File: config.mk
export PLATFORM = sky130hd
export DESIGN_NAME = pipe_downsizer
export DESIGN_NICKNAME = d
export VERILOG_FILES = /design/src/rtl/pipe_downsizer_pkg.sv /design/src/rtl/pipe_downsizer.sv
export SDC_FILE = /design/constraint.sdc
export NUM_CORES = 1
export LEC_CHECK = 0
export CORE_MARGIN = 2
export CORE_UTILIZATION = 36
export DETAILED_ROUTE_END_ITERATION = 16
export HOLD_SLACK_MARGIN = 0.06
export PLACE_DENSITY = 0.64
export SLEW_MARGIN = 20
export SYNTH_ARGS = -nofsm -noshare
export SYNTH_HDL_FRONTEND = slang
export SYNTH_SLANG_ARGS = --single-unit
File: constraint.sdc
create_clock -name clk -period 23 [get_ports clk]
set_input_delay 3.45 -clock clk [delete_from_list [all_inputs] [get_ports clk]]
set_output_delay 3.45 -clock clk [all_outputs]
set_load 0.03 [all_outputs]
File: src/rtl/pipe_downsizer_pkg.sv
// pipe_downsizer_pkg
//   Shared type for the width-downsizing pipe stage.
//   state_e : one-bit occupancy flag of the stage.
//             ST_IDLE means no word is held.
//             ST_SEND means a word is held and its beats are being emitted.
package pipe_downsizer_pkg;

  typedef enum logic {
    ST_IDLE = 1'b0,
    ST_SEND = 1'b1
  } state_e;

endpackage : pipe_downsizer_pkg

File: src/rtl/pipe_downsizer.sv
// pipe_downsizer
//   Accepts one IN_WIDTH word and emits it as 1..RATIO beats of OUT_WIDTH
//   bits, least-significant lane first. The upstream side tells the stage
//   how many beats to emit with pipe_in_beats (beats minus one).
//   Back-to-back words stream with no bubble: a new word is taken in the
//   same cycle that the last beat of the current word is accepted.
//
// Ports
//   clk            in   single clock, rising edge
//   reset          in   synchronous active-high reset
//   pipe_in_valid  in   upstream word offered
//   pipe_in_data   in   upstream word [IN_WIDTH]
//   pipe_in_beats  in   number of beats minus one [CNT_W]
//   pipe_in_ready  out  word accepted this cycle when valid is also high
//   pipe_out_valid out  beat offered
//   pipe_out_data  out  current beat [OUT_WIDTH]
//   pipe_out_last  out  current beat is the final beat of its word
//   pipe_out_ready in   downstream accepts the beat this cycle
module pipe_downsizer
  import pipe_downsizer_pkg::*;
#(
  parameter int IN_WIDTH  = 256,
  parameter int OUT_WIDTH = 64,
  localparam int RATIO    = IN_WIDTH / OUT_WIDTH,
  localparam int CNT_W    = $clog2(RATIO)
) (
  input  logic                 clk,
  input  logic                 reset,
  input  logic                 pipe_in_valid,
  input  logic [IN_WIDTH-1:0]  pipe_in_data,
  input  logic [CNT_W-1:0]     pipe_in_beats,
  output logic                 pipe_in_ready,
  output logic                 pipe_out_valid,
  output logic [OUT_WIDTH-1:0] pipe_out_data,
  output logic                 pipe_out_last,
  input  logic                 pipe_out_ready
);

  // State: occupancy flag plus beat index.
  state_e               state_q, state_d;
  logic [CNT_W-1:0]     idx_q, idx_d;

  // Held word and its beat count; only meaningful while state_q == ST_SEND,
  // so they are left out of reset.
  logic [IN_WIDTH-1:0]  data_q, data_d;
  logic [CNT_W-1:0]     beats_q, beats_d;

  logic                 in_hs;
  logic                 out_hs;

  // Lane view of the held word so the beat mux is a plain array index.
  logic [OUT_WIDTH-1:0] lanes [RATIO];

  for (genvar gi = 0; gi < RATIO; gi++) begin : g_lane
    assign lanes[gi] = data_q[gi*OUT_WIDTH +: OUT_WIDTH];
  end

  // Outputs come straight from state flops (no input-to-output paths),
  // except pipe_in_ready which must see pipe_out_ready to allow streaming.
  always_comb begin
    pipe_out_valid = (state_q == ST_SEND);
    pipe_out_last  = pipe_out_valid && (idx_q == beats_q);
    pipe_out_data  = lanes[idx_q];
    // Never looks at pipe_in_valid, so no valid/ready combinational loop.
    pipe_in_ready  = !pipe_out_valid || (pipe_out_last && pipe_out_ready);
  end

  assign in_hs  = pipe_in_valid && pipe_in_ready;
  assign out_hs = pipe_out_valid && pipe_out_ready;

  always_comb begin
    state_d = state_q;
    idx_d   = idx_q;
    data_d  = data_q;
    beats_d = beats_q;
    if (in_hs) begin
      // Covers both the IDLE load and the load that overlaps the last beat.
      state_d = ST_SEND;
      idx_d   = '0;
      data_d  = pipe_in_data;
      beats_d = pipe_in_beats;
    end else if (out_hs) begin
      if (pipe_out_last) begin
        state_d = ST_IDLE;
        idx_d   = '0;
      end else begin
        idx_d = idx_q + 1'b1;
      end
    end
  end

  always_ff @(posedge clk) begin
    if (reset) begin
      state_q <= ST_IDLE;
      idx_q   <= '0;
    end else begin
      state_q <= state_d;
      idx_q   <= idx_d;
    end
  end

  always_ff @(posedge clk) begin
    data_q  <= data_d;
    beats_q <= beats_d;
  end

endmodule : pipe_downsizer

==> metrics.csv <==
stage,metric,value,unit
critical_path,critPathMaxStageDelay,0.75,ns
critical_path,critPathLaunchType,primary input,
sta,hold_viol_final,0,
critical_path,critPathBufInv,3,
placement,place.detailed.hpwl,14340,um
synthesis,synth.avg_cell_area,26.41,um^2
synthesis,ys_seq_elements,261,
floorplanning,io_pins,329,
floorplanning,placement_rows,59,
power_and_ir_drop,p_per_area,81.58,mW/mm^2
critical_path,worst_ep_required_time,19.55,ns
clocking,clk_transition_reported_paths,0.06,ns
clocking,cts_made_buffers,28,
detailed_routing,initialDrtViolationCount,378,
run,cap_violations,0,
clocking,clockBufferDepth,3,
clocking,tritoncts,done,
critical_path,critical_path.slowest_cell,sky130_fd_sc_hd__clkdlybuf4s50_1,
synthesis,ys_warn_count,0,
min_path,holdCritPathClass,flop to flop,
placement,gp_routability_congestion,0.7768,
sta,slew_limit_headroom,30.05,%
sta,final_clock_skew,0.006939,ns
critical_path,critical_path.endpoint_type,primary output,
placement,placed_cells,1010,
grt,global_route_wire_length_before_repair,31770,um
final_layout,area_growth_syn_to_layout,48.95,%
grt,grt_start_max_net_pins,91,
synthesis,seq_area_frac_synth,82.35,%
clocking,cts_post_setup_buffers_inserted,0,
critical_path,crit_arrival,5.23,ns
clocking,h_tree_depth,1,
detailed_routing,postRouteWirelength,21030,um
sta,finalSetupTns,0,ns
critical_path,critical-path-top-cell-by-count,sky130_fd_sc_hd__clkdlybuf4s50_1,
final_layout,fin_area,0.01412,mm^2
detailed_routing,via_per_inst,4.768,
grt,first_global_vias,5649,
clocking,worst_skew_pair.late_latency,0.53,ns
clocking,ctsRootBufferMaster,sky130_fd_sc_hd__clkbuf_16,
detailed_routing,drt-pass1-iter-count,4,
detailed_routing,num_vias,5068,
synthesis,cell_area_after_synthesis,0.009480,mm^2
final_layout,n_fill_cell,2008,
sta,finalWorstPathRequiredPeriod,8.685,ns
placement,detailed_place.area,0.01312,mm^2
synthesis,synth.lib_cells_used.distinct,18,
sta,final_max_slew_viol_count,0,
final_layout,antennaDiodeCount,0,
synthesis,synthesis.nets,621,
floorplanning,core_area,0.02598,mm^2
critical_path,crit_type,primary input to primary output,
critical_path,worst-path-max-fanout,4,
placement,port-buffer-count,328,
clocking,cts-resized-gates,0,
clocking,cts_hold_buffers,0,
power_and_ir_drop,irDropWorstVdd,0.00006006,V
floorplanning,die_area,0.02765,mm^2
grt,grt_antenna_before_repair,0,
final_layout,number_of_nets_in_the_layout,968,
sta,max_freq,115.1,MHz
floorplanning,die_h,166.3,um
grt,globalRouteOverflowTotal,0,
sta,rsz0062_at_grt,no,
sta,finalSetupViolCount,0,
clocking,numClockSinks,261,
grt,globalRouteTotalUtil,14.85,%
detailed_routing,post-route-drc-count,0,
floorplanning,floorplan.initialDensity,36.48,%
detailed_routing,antenna_violating_nets_post_route,0,
critical_path,worst_path_dominant_cell_family,buffers and inverters,
sta,timing_worst_slew_pin_value,1.049,ns
sta,timing.final.crit_share,37.76,%
sta,whs,0.6367,ns
synthesis,postSynthCellCount,359,
floorplanning,die_w,166.3,um
status,outcome,finished clean,
power_and_ir_drop,static-leakage-power,0.004650,uW
final_layout,filler_free_cell_count_of_the_finished_design,1063,
final_layout,final_layout_size_suffix_gt1_share,15.66,%
critical_path,worstPathCellList,clkdlybuf4s50_1 -> inv_1 -> o31ai_2 -> clkdlybuf4s50_1,
detailed_routing,wl_per_cell,19.78,um
-- state kept, by name, summed over array words and instances (netlist names) --
name and count:
data_q 256, pipe_out_valid 1, beats_q 2, idx_q 2
-- worst min-delay path, cell delays in order, from the launching register on --
cell	delay, ns
sky130_fd_sc_hd__dfxtp_1	0.38
sky130_fd_sc_hd__o2111ai_1	0.13
sky130_fd_sc_hd__a21oi_1	0.08
-- cells in the mapped netlist --
cell / n / area (um^2)
sky130_fd_sc_hd__a2111oi_2: 1 / 15.01
sky130_fd_sc_hd__a21oi_1: 3 / 15.01
sky130_fd_sc_hd__buf_1: 2 / 7.510
sky130_fd_sc_hd__o31ai_2: 1 / 12.51
sky130_fd_sc_hd__buf_2: 9 / 45.04
sky130_fd_sc_hd__buf_6: 4 / 45.04
sky130_fd_sc_hd__nand2b_1: 2 / 12.51
sky130_fd_sc_hd__nor3b_1: 2 / 15.01
sky130_fd_sc_hd__inv_1: 3 / 11.26
sky130_fd_sc_hd__xor2_1: 2 / 17.52
sky130_fd_sc_hd__a31oi_1: 1 / 6.260
sky130_fd_sc_hd__a41oi_1: 1 / 8.760
sky130_fd_sc_hd__dfxtp_1: 3 / 60.06
sky130_fd_sc_hd__mux4_2: 64 / 1441
sky130_fd_sc_hd__and2_1: 1 / 6.260
sky130_fd_sc_hd__edfxtp_1: 258 / 7747
sky130_fd_sc_hd__o2111ai_1: 1 / 8.760
sky130_fd_sc_hd__nand3_1: 1 / 5.000
-- stage by stage --
step	setup WS [ns]	util (%)	total power, uW
finish	14.32	54.34	1152
global route	14.22	54.34	1191
CTS	14.33	54.25	1167
detailed placement	14.35	50.48	696.1
global placement	14.40	50.48	691.6
floorplan	12.24	-	630.1
-- cell families after synthesis --
group	count (synthesis)	share of synthesized area (%)
flops	261	82.35
simple gates	6	0.4091
xor+xnor	2	0.1848
compound gates	8	0.6994
mux	64	15.20
buf+inv	18	1.148
-- path summary, 6_finish.rpt --
path	from	endpoint	slack, ns	cells past startpoint
worst max-delay path	pipe_out_ready	pipe_in_ready	14.32	4
worst min-delay path	pipe_out_valid	idx_q[0]	0.64	2
worst max register to register	idx_q[0]	data_q[27]	18.64	6
worst min register to register	pipe_out_valid	idx_q[0]	0.64	2
-- metal layers --
layer  vias to the layer above  track usage, %  part of all wire, %
met3                        35           5.219                  9.5
met1                      2536           17.85                   37
met5                         -               0                    0
li1                       2249               -                    -
met4                         0           4.310                  2.8
met2                       248           25.42                   50
-- cells in the final DEF (no fill, tap or decap), types with 3 or more instances in the layout --
cell type | Yosys | final
sky130_fd_sc_hd__clkbuf_16 | 0 | 29
sky130_fd_sc_hd__clkinv_1 | 0 | 6
sky130_fd_sc_hd__a21oi_1 | 3 | 3
sky130_fd_sc_hd__edfxtp_1 | 258 | 258
sky130_fd_sc_hd__clkbuf_8 | 0 | 6
sky130_fd_sc_hd__inv_1 | 3 | 3
sky130_fd_sc_hd__clkbuf_1 | 0 | 5
sky130_fd_sc_hd__clkdlybuf4s50_1 | 0 | 328
sky130_fd_sc_hd__bufinv_16 | 0 | 4
sky130_fd_sc_hd__mux4_2 | 64 | 64
-- cell type report --
class / count / area (um^2) / area share (%)
Sequential cell: 261 / 7815 / 55.34
Timing Repair Buffer: 332 / 3329 / 23.58
Multi-Input combinational cell: 80 / 1567 / 11.09
Clock buffer: 40 / 827.0 / 5.857
Tap cell: 335 / 419.2 / 2.968
Clock inverter: 12 / 152.6 / 1.081
Inverter: 3 / 11.26 / 0.07975
-- power breakdown --
part,internal (uW),switching (uW)
combinational,69.1,49.5
clock,292,175
sequential,558,8.23
total,919,233
Note: power is estimated with default switching activity, not from simulation.
